[src/rtl/led_pwm_pkg.sv]
// Shared definitions for the LED PWM sequencer.
//   mode_e       : per-channel output mode encodings
//   REG_*        : register-map addresses (channel i: MODE at REG_CH_BASE+2i,
//                  DUTY at REG_CH_BASE+2i+1)
//   CTRL_*_BIT   : bit positions inside the CTRL register
package led_pwm_pkg;

  typedef enum logic [1:0] {
    MODE_OFF     = 2'd0,
    MODE_STATIC  = 2'd1,
    MODE_BLINK   = 2'd2,
    MODE_BREATHE = 2'd3
  } mode_e;

  localparam int REG_CTRL    = 0;
  localparam int REG_PRESC   = 1;
  localparam int REG_CH_BASE = 2;

  localparam int CTRL_EN_BIT  = 0;
  localparam int CTRL_CLR_BIT = 1;

endpackage

[src/rtl/led_pwm_channel.sv]
// One PWM channel: shadow/live MODE and DUTY registers, effective-duty
// selection (off/static/blink/breathe), optional square-law gamma stage and
// the registered output comparator.
// Optional feature macro: LED_PWM_GAMMA_EN (adds gamma stage, +1 latency).
// Ports:
//   clk, rst            clock, asynchronous active-high reset
//   mode_we, duty_we    shadow write strobes (decoded by the top)
//   mode_data, duty_data  shadow write data
//   load                copy shadow -> live (frame wrap or clear)
//   clear               force the output low for this cycle
//   enable              global output enable
//   pwm_cnt, phase      shared PWM counter and frame-phase counter
//   pwm                 registered PWM output
module led_pwm_channel
  import led_pwm_pkg::*;
#(
  parameter int PWM_W   = 8,
  parameter int PHASE_W = 8
) (
  input  logic               clk,
  input  logic               rst,
  input  logic               mode_we,
  input  logic               duty_we,
  input  logic [1:0]         mode_data,
  input  logic [PWM_W-1:0]   duty_data,
  input  logic               load,
  input  logic               clear,
  input  logic               enable,
  input  logic [PWM_W-1:0]   pwm_cnt,
  input  logic [PHASE_W-1:0] phase,
  output logic               pwm
);

  mode_e                    mode_shadow_reg, mode_live_reg;
  logic [PWM_W-1:0]         duty_shadow_reg, duty_live_reg;
  logic [PHASE_W-2:0]       tri_val;
  logic [PWM_W+PHASE_W-2:0] breathe_prod;
  logic [PWM_W-1:0]         eff;
  logic [PWM_W-1:0]         level;
  logic [PWM_W-1:0]         cmp_cnt;
  logic                     pwm_reg;

  // A shadow write on a load cycle keeps the new value in the shadow; the
  // live copy takes the value the shadow held before the edge.
  always_ff @(posedge clk or posedge rst) begin
    if (rst) begin
      mode_shadow_reg <= MODE_OFF;
      mode_live_reg   <= MODE_OFF;
      duty_shadow_reg <= '0;
      duty_live_reg   <= '0;
    end else begin
      if (load) begin
        mode_live_reg <= mode_shadow_reg;
        duty_live_reg <= duty_shadow_reg;
      end
      if (mode_we) mode_shadow_reg <= mode_e'(mode_data);
      if (duty_we) duty_shadow_reg <= duty_data;
    end
  end

  // Triangle wave over the phase: rises in the first half, falls in the second.
  assign tri_val      = phase[PHASE_W-1] ? ~phase[PHASE_W-2:0] : phase[PHASE_W-2:0];
  assign breathe_prod = {{(PHASE_W-1){1'b0}}, duty_live_reg} * {{PWM_W{1'b0}}, tri_val};

  always_comb begin
    eff = '0;
    case (mode_live_reg)
      MODE_OFF:     eff = '0;
      MODE_STATIC:  eff = duty_live_reg;
      MODE_BLINK:   eff = phase[PHASE_W-1] ? '0 : duty_live_reg;
      MODE_BREATHE: eff = breathe_prod[PWM_W+PHASE_W-2:PHASE_W-1];
      default:      eff = '0;
    endcase
  end

`ifdef LED_PWM_GAMMA_EN
  // Gamma stage registers both the level and the counter so the comparator
  // still sees a matched pair one cycle later.
  logic [2*PWM_W-1:0] gamma_sq;
  logic [PWM_W-1:0]   gamma_reg;
  logic [PWM_W-1:0]   cnt_dly_reg;

  assign gamma_sq = {{PWM_W{1'b0}}, eff} * {{PWM_W{1'b0}}, eff};

  always_ff @(posedge clk or posedge rst) begin
    if (rst) begin
      gamma_reg   <= '0;
      cnt_dly_reg <= '0;
    end else begin
      gamma_reg   <= gamma_sq[2*PWM_W-1:PWM_W];
      cnt_dly_reg <= pwm_cnt;
    end
  end

  assign level   = gamma_reg;
  assign cmp_cnt = cnt_dly_reg;
`else
  assign level   = eff;
  assign cmp_cnt = pwm_cnt;
`endif

  // Strict less-than: level 0 never drives high, full scale is high all but one count.
  always_ff @(posedge clk or posedge rst) begin
    if (rst) begin
      pwm_reg <= 1'b0;
    end else begin
      pwm_reg <= clear ? 1'b0 : (enable & (cmp_cnt < level));
    end
  end

  assign pwm = pwm_reg;

endmodule

[src/rtl/led_pwm_sequencer.sv]
// Multi-channel LED PWM sequencer. Holds the shared prescaler, PWM counter,
// frame-phase counter and register decode; NUM_CH led_pwm_channel instances
// produce the outputs so all channels stay phase-coherent.
// Optional feature macro: LED_PWM_GAMMA_EN (gamma stage in each channel;
// frame_o is delayed one cycle to stay aligned with pwm_o).
// Ports:
//   clk      system clock
//   rst      asynchronous active-high reset
//   wr_en    register write strobe
//   wr_addr  register address
//   wr_data  register write data
//   pwm_o    per-channel registered PWM outputs
//   frame_o  one-cycle pulse at PWM counter wrap
//   phase_o  current frame-phase count
module led_pwm_sequencer
  import led_pwm_pkg::*;
#(
  parameter int                 NUM_CH    = 3,
  parameter int                 PWM_W     = 8,
  parameter int                 PHASE_W   = 8,
  parameter int                 PRESC_W   = 16,
  parameter logic [PRESC_W-1:0] PRESC_RST = PRESC_W'(46),
  parameter int                 ADDR_W    = 4,
  parameter int                 DATA_W    = 16
) (
  input  logic               clk,
  input  logic               rst,
  input  logic               wr_en,
  input  logic [ADDR_W-1:0]  wr_addr,
  input  logic [DATA_W-1:0]  wr_data,
  output logic [NUM_CH-1:0]  pwm_o,
  output logic               frame_o,
  output logic [PHASE_W-1:0] phase_o
);

  logic               enable_reg;
  logic [PRESC_W-1:0] presc_reg;
  logic [PRESC_W-1:0] presc_cnt_reg;
  logic [PWM_W-1:0]   pwm_cnt_reg;
  logic [PHASE_W-1:0] phase_reg;
  logic               ctrl_we, presc_we, clear;
  logic               tick, frame_tick;
  logic               unused_wr_data;

  assign unused_wr_data = ^wr_data;

  assign ctrl_we  = wr_en && (wr_addr == ADDR_W'(REG_CTRL));
  assign presc_we = wr_en && (wr_addr == ADDR_W'(REG_PRESC));
  // Clear acts on the write edge itself; nothing is stored, so it self-clears.
  assign clear    = ctrl_we && wr_data[CTRL_CLR_BIT];

  assign tick       = (presc_cnt_reg == presc_reg);
  assign frame_tick = tick && (pwm_cnt_reg == '1);

  always_ff @(posedge clk or posedge rst) begin
    if (rst) begin
      enable_reg    <= 1'b0;
      presc_reg     <= PRESC_RST;
      presc_cnt_reg <= '0;
      pwm_cnt_reg   <= '0;
      phase_reg     <= '0;
    end else begin
      if (ctrl_we)  enable_reg <= wr_data[CTRL_EN_BIT];
      if (presc_we) presc_reg  <= wr_data[PRESC_W-1:0];
      if (clear) begin
        presc_cnt_reg <= '0;
        pwm_cnt_reg   <= '0;
        phase_reg     <= '0;
      end else begin
        // >= also catches a count left above a freshly lowered reload value.
        presc_cnt_reg <= (presc_cnt_reg >= presc_reg) ? '0 : presc_cnt_reg + PRESC_W'(1);
        if (tick)       pwm_cnt_reg <= pwm_cnt_reg + PWM_W'(1);
        if (frame_tick) phase_reg   <= phase_reg + PHASE_W'(1);
      end
    end
  end

  for (genvar gi = 0; gi < NUM_CH; gi++) begin : g_ch
    logic mode_we, duty_we;
    assign mode_we = wr_en && (wr_addr == ADDR_W'(REG_CH_BASE + 2*gi));
    assign duty_we = wr_en && (wr_addr == ADDR_W'(REG_CH_BASE + 2*gi + 1));

    led_pwm_channel #(
      .PWM_W   (PWM_W),
      .PHASE_W (PHASE_W)
    ) u_ch (
      .clk       (clk),
      .rst       (rst),
      .mode_we   (mode_we),
      .duty_we   (duty_we),
      .mode_data (wr_data[1:0]),
      .duty_data (wr_data[PWM_W-1:0]),
      .load      (frame_tick | clear),
      .clear     (clear),
      .enable    (enable_reg),
      .pwm_cnt   (pwm_cnt_reg),
      .phase     (phase_reg),
      .pwm       (pwm_o[gi])
    );
  end

`ifdef LED_PWM_GAMMA_EN
  logic frame_dly_reg;
  always_ff @(posedge clk or posedge rst) begin
    if (rst) frame_dly_reg <= 1'b0;
    else     frame_dly_reg <= frame_tick;
  end
  assign frame_o = frame_dly_reg;
`else
  assign frame_o = frame_tick;
`endif

  assign phase_o = phase_reg;

endmodule

[config.mk]
export PLATFORM = sky130hd
export DESIGN_NAME = led_pwm_sequencer
export DESIGN_NICKNAME = d
export VERILOG_FILES = /design/src/rtl/led_pwm_pkg.sv /design/src/rtl/led_pwm_channel.sv /design/src/rtl/led_pwm_sequencer.sv
export SDC_FILE = /design/constraint.sdc
export NUM_CORES = 1
export LEC_CHECK = 0
export ABC_AREA = 1
export BUFFER_PORTS_ARGS = -buffer_cell sky130_fd_sc_hd__buf_2
export CORE_AREA = 2 2 151 153
export DETAILED_ROUTE_END_ITERATION = 10
export DIE_AREA = 0 0 153 155
export PLACE_DENSITY = 0.66
export SLEW_MARGIN = 15
export SYNTH_ARGS = -nofsm -noshare
export SYNTH_HDL_FRONTEND = slang
export SYNTH_SLANG_ARGS = --single-unit
[constraint.sdc]
create_clock -name clk -period 7.4 [get_ports clk]
set_input_delay 1.48 -clock clk [delete_from_list [all_inputs] [get_ports clk]]
set_output_delay 1.48 -clock clk [all_outputs]
set_load 0.01 [all_outputs]
# Word-level counts from Yosys, hierarchy flattened

Cells that the tools add are included.

Bitwise gates (word level): 5
Multiply operators: 3
Equal/unequal tests: 18
Magnitude comparators: 4
Muxes and demuxes: 16
Reductions and logical operators: 16
Div/mod/pow operators: 0
Add/subtract/negate cells: 3
Shifts and indexed selects: 0

Operators by type and width:

| operator                                                              | count |
|---|---|
| 8-bit case mux with 4 select lines                                    | 3 |
| 8-bit 2-to-1 mux                                                      | 7 |
| 8-bit by 7-bit multiplier with 15-bit output                          | 3 |
| 16-bit 2-to-1 mux                                                     | 2 |
| 8-bit less-than comparator                                            | 3 |
| 16-bit by 1-bit adder with 16-bit output, second input constant       | 1 |
| 8-bit by 1-bit adder with 8-bit output, second input constant         | 2 |
| 16-bit equality test                                                  | 1 |
| 4-bit by 3-bit equality test with 1-bit output, second input constant | 4 |
| 16-bit greater-or-equal comparator                                    | 1 |
| 2-bit equality test, second input constant                            | 6 |
| 1-bit logical AND                                                     | 10 |
| 4-bit by 2-bit equality test with 1-bit output, second input constant | 2 |
| 8-bit equality test, second input constant                            | 1 |
| 7-bit 2-to-1 mux                                                      | 1 |
| 7-bit inverter                                                        | 1 |
| 2-bit by 1-bit equality test with 1-bit output, second input constant | 3 |
| 2-bit zero test                                                       | 3 |
| 4-bit by 1-bit equality test with 1-bit output, second input constant | 1 |
| 4-bit zero test                                                       | 1 |
| 2-bit nonzero test                                                    | 2 |
| 1-bit bitwise AND                                                     | 3 |
| 1-bit 2-to-1 mux                                                      | 3 |
| 1-bit bitwise OR                                                      | 1 |

Latch bits: 0
RAM bits: 0
Memory bits (read-only): 0
Memories kept: 0
Flip-flop bits (word level): 112

# Logic depth before layout (Yosys ltp)

Depth after elaboration: 7
Gate-level depth with buffers: 33
Gate-level depth less buffers: 31

# Hierarchy

From an unflattened synthesis, not the netlist that was laid out.

Cells, all modules: 1432
Area total of the unflattened synthesis: 11626.2 um2

By module, submodules not included:

| module                         | seq. area each (um2) | times used | area an instance (um2) | cells an instance |
|---|---|---|---|---|
| led_pwm_channel (g_ch[2].u_ch) | 525.5                | 1          | 2937.8                 | 360 |
| led_pwm_sequencer              | 1231.2               | 1          | 2919.0                 | 357 |
| led_pwm_channel (g_ch[0].u_ch) | 525.5                | 1          | 2890.3                 | 359 |
| led_pwm_channel (g_ch[1].u_ch) | 525.5                | 1          | 2879.0                 | 356 |

# Worst setup path before layout

No wires, ideal clock.

Kind: register to register
From: register phase_reg[7], in the netlist phase_o[7]
To: register g_ch[1].u_ch.pwm_reg
Cell stages (with the launch flop): 27
Path buffers: 2
Data required time: 7322 ps
Setup slack: 1758 ps
Arrival time: 5564 ps
Path through: dfrtp_1 > buf_6 > nand2_1 > inv_1 > nor2_1 > inv_1 > clkbuf_1 > nor2_1 > fa_1 > fa_1 > fa_1 > inv_1 > fa_1 > inv_1 > ha_1 > a21oi_1 > nor2_1 > nor2_1 > inv_1 > a211oi_1 > a21oi_1 > nor2_1 > nor2_1 > ha_1 > a211oi_1 > nand4_1 > a21oi_1

Longest elaborated chain between the ends: 6
Elaborated cells between the ends (all ways): 7
Classes of those cells: 1 x mul; 1 x order compare; 4 x mux; 1 x bitwise

RTL lines:

| element                                      | RTL line                | source |
|---|---|---|
| from (decl)                                  | led_pwm_sequencer.sv:40 | `logic [PHASE_W-1:0] phase_reg;` |
| from (signal assigned)                       | led_pwm_sequencer.sv:73 | `if (frame_tick) phase_reg <= phase_reg + PHASE_W'(1);` |
| 7-bit 2-to-1 mux                             | led_pwm_channel.sv:62   | `assign tri_val = phase[PHASE_W-1] ? ~phase[PHASE_W-2:0] : phase[PHASE_W-2:0];` |
| 8-bit by 7-bit multiplier with 15-bit output | led_pwm_channel.sv:63   | `assign breathe_prod = {{(PHASE_W-1){1'b0}}, duty_live_reg} * {{PWM_W{1'b0}}, tri_val};` |
| 8-bit case mux with 4 select lines (*)       | led_pwm_channel.sv:67   | `case (mode_live_reg)` |
| 8-bit less-than comparator (*)               | led_pwm_channel.sv:107  | `pwm_reg <= clear ? 1'b0 : (enable & (cmp_cnt < level));` |
| 1-bit bitwise AND (*)                        | led_pwm_channel.sv:107  |  |
| 1-bit 2-to-1 mux (*)                         | led_pwm_channel.sv:107  |  |
| to (signal assigned)                         | led_pwm_channel.sv:107  |  |
| to (decl)                                    | led_pwm_channel.sv:41   | `logic pwm_reg;` |

Mark *: on every way between the ends. The rest lies on a longest branch, timed or not.
A chain may end at the register's enable or synchronous reset.

# Worst setup path after layout

Ends and elaborated chain as after synthesis.

==> summary by stage <==
Global routing
Entering global routing, the biggest net connects 78 pins. The number of global-route vias before repair is 8963. The first global-routing pass estimated 45.26 mm of wire.

The number of antenna violations at the first check in global routing came to 0. Across every metal layer, demand over resource in global routing totals 23.82%. The global route total overflow is 0.

Min path
In this run the worst hold path is classified as flip-flop to flip-flop.

Synthesis
The area share of the largest cell type after synthesis is 24.86%. Among all flip-flop cells after synthesis, the most frequent one is dfrtp_1. The count of mapped cells out of synthesis is 1386. When the netlist entered floorplanning its net count stood at 1626. A synthesized cell averages 7.843 um^2. The proportion of register bits with asynchronous set or reset after synthesis is 100.0%.

The commonest cells after synthesis are nand2_1 (248), nor2_1 (234), inv_1 (203). By area the synthesized netlist is led by dfrtp_1 (25%), fa_1 (15%), ha_1 (15%), nand2_1 (8.6%), nor2_1 (8.1%). The yosys synthesis warning count is 0. Among all cell types in the netlist, the one instantiated most often is nand2_1. Of all cell types, the one taking the most synthesized area is dfrtp_1. The count of flip-flops with a built-in enable after synthesis is 0.

The post-synthesis instance area is 10870 um^2. Synthesis inferred 112 register bits. The sequential area share after synthesis is 25.83%. In this run, distinct cell masters in the synthesized netlist total 53.

Finish
The number of filler cells placed in the layout is 2104. The combined flip-flop and latch cell area is 2808 um^2. The multi-input combinational cell area is 7128 um^2.

The repair_antennas step left the layout with diodes totalling 0. After the last flow step, the layout net total stands at 1650. The share of cells above drive strength 1 is 7.208%.

Once layout is complete, the cells apart from fillers number 1700. Relative to the synthesized area, the layout overhead comes to 6.906%.

Critical path
The element type at the critical path end is a flip-flop. The critical path is of the flip-flop to flip-flop type. The timing endpoint of the critical path is g_ch[1].u_ch.pwm.

The data arrival time at the worst-slack endpoint is 6300 ps. The data required time at the worst endpoint is 7680 ps. The slowest stage of the critical path belongs to the cell dfrtp_1. The highest fanout seen on the critical path is 15. The startpoint class of the critical path is a flip-flop. The worst register-to-register path has a setup slack of 1390 ps.

Tracing the worst setup path back leads to its startpoint at phase_o[7]. Counting stages on the worst path, the most repeated cell is nor2_1. For this run, the slowest stage of the critical path takes 640 ps. The launch instance of the worst register-to-register path is phase_o[7]. The worst reg-to-reg path cell count is 26. The reg-to-reg critical path endpoint is g_ch[1].u_ch.pwm.

Clock tree
The TritonCTS clock tree is done. For the worst-skew pair, the clock arrives at the later sink with an insertion delay of 350 ps. Once the clock tree was built, the resizer swapped 0 gates to a different size. The CTS clock-pin slew for the worst setup and hold paths is 80 ps.

The buffer type at the clock tree root is clkbuf_16. After clock tree synthesis, the flow added hold-fix buffers numbering 0. CTS saw 112 sinks.

Buffers inserted during clock tree synthesis total 9. The CTS H-tree depth is 3. The maximum buffer depth of the clock tree is 2. After clock tree synthesis, the setup repair step added 0 buffers.

Placed design
The half-perimeter wire length after placement is 21.55 mm. The number of I/O port buffers is 34. The setup slack at placement is 1436 ps. Routability-driven placement finished with a final weighted congestion of 0.8805. The cell count after placement is 1684.

Run
Max-cap violations in this run came to 0.

STA
The final max-slew violation count came to 0. The final-report setup violation count is 0. The routed design could run at a clock period as short as 6014 ps. The headroom to the max-slew limit is 28.23%. For the final database, setup skew stands at 10.01 ps.

The highest achievable clock rate is 166.3 MHz. The final critical-path setup slack is 1386 ps. Setup repair after global routing left no endpoint under its margin. The portion of the clock cycle consumed by the worst path in the final layout is 81.27%. Across all hold checks on the routed design, the worst slack comes to 491.2 ps. The number of hold-slack violations in the final timing report is 0.

For the pin with the worst max-slew slack, the measured transition is 1073 ps. Adding up every negative setup slack in the final design gives 0 ps.

Detailed routing
The residual antenna-violating net count after detailed routing is 0. The final routed DRC violation total is 0. The via-per-instance ratio is 5.336. The number of vias in the routed layout is 9072. The final routed wirelength across all metal layers is 27.24 mm. The detailed router finished its first iteration with 607 violations. The iteration count of the initial detailed-routing pass is 5. After detailed routing, the average wire length per cell comes to 16.03 um.

Power and ir drop
The total power density per cell area is 187.5 nW/um^2. The leakage power figure is 0.006212 uW. VDD sags by at most 0.0001285 V.

The post-layout total power is 2179 uW.

Floorplanning
The die is 155 um tall. The site row count is 55. The die covers 23720 um^2. The die is 153 um wide.

The standard cell core area is 22230 um^2. The initial core utilization is 48.91%. The I/O pin total is 35.

Run status
The flow ran to the end, and the final reports show no timing, DRC or antenna violations.
-- worst max-delay path: cells and delay by family (launching register included) --
family,cells,cell delay (ps)
AOI/OAI and AO/OA,4,860
adders and majority gates,6,2720
DFF,1,640
and+or+nand+nor,10,930
buffers and inverters,6,800
-- metal layers --
metal	vias up	share of wire, %	track usage, %
li1	4492	-	-
met1	4293	46	32.83
met2	245	47	39.59
met3	42	4.7	2.423
met4	0	2.9	8.201
met5	-	0	0
-- how the worst min path moves through the flow --
stage,cells past startpoint,end,from,slack (ps)
after global routing,2,presc_reg[3],presc_reg[3],510
final,2,g_ch[1].u_ch.duty_live_reg[5],g_ch[1].u_ch.duty_shadow_reg[5],490
after floorplan,2,enable_reg,enable_reg,450
after CTS,2,g_ch[1].u_ch.duty_live_reg[5],g_ch[1].u_ch.duty_shadow_reg[5],490
after detailed placement,2,g_ch[2].u_ch.duty_live_reg[3],g_ch[2].u_ch.duty_shadow_reg[3],470
after global placement,2,enable_reg,enable_reg,470
-- where the power goes --
| part | total [uW] | switching (uW) | internal, uW | leakage (uW) |
|---|---|---|---|---|
| Combinational | 845 | 547 | 297 | 0.00466 |
| Sequential | 839 | 106 | 733 | 0.00141 |
| Clock | 495 | 223 | 272 | 0.000145 |
| Total | 2180 | 876 | 1300 | 0.00621 |
-- stage by stage --
step	util [%]	cell area (um^2)
3_5_place_dp	50.94	11320
4_1_cts	52.28	11620
5_1_grt	52.28	11620
3_3_place_gp	50.94	11320
2_1_floorplan	-	10870
6_report	52.28	11620
-- area by class of cell --
cell class              count  share of cell area [%]
multi-input cells        1032                   61.34
inverters                 215                   7.009
flip-flops and latches    112                   24.16
well taps                 285                   3.068
repair buffers             40                   1.852
clock inverters             5                  0.4845
clock buffers              11                   2.089
-- kinds of logic after synthesis --
logic type | after synthesis | share of synthesized area [%]
and+or+nand+nor | 593 | 23.25
buffers and inverters | 242 | 8.736
adders and majority gates | 217 | 30.78
AOI/OAI and AO/OA | 211 | 10.50
DFF | 112 | 25.83
xor gates and xnor gates | 10 | 0.8057
muxes | 1 | 0.1036
-- cells in the final DEF, fill, tap and decap left out, types with 9 or more instances in the layout --
master,count
nand4_1,12
nor3_1,17
clkbuf_16,9
inv_1,202
nand3_1,43
o21ai_0,42
fa_1,84
nand2_1,248
nor2_2,9
nor2_1,234
ha_1,133
dfrtp_1,108
buf_2,34
o21ai_1,34
a21oi_1,104
Note: power is estimated with default switching activity, not from simulation.
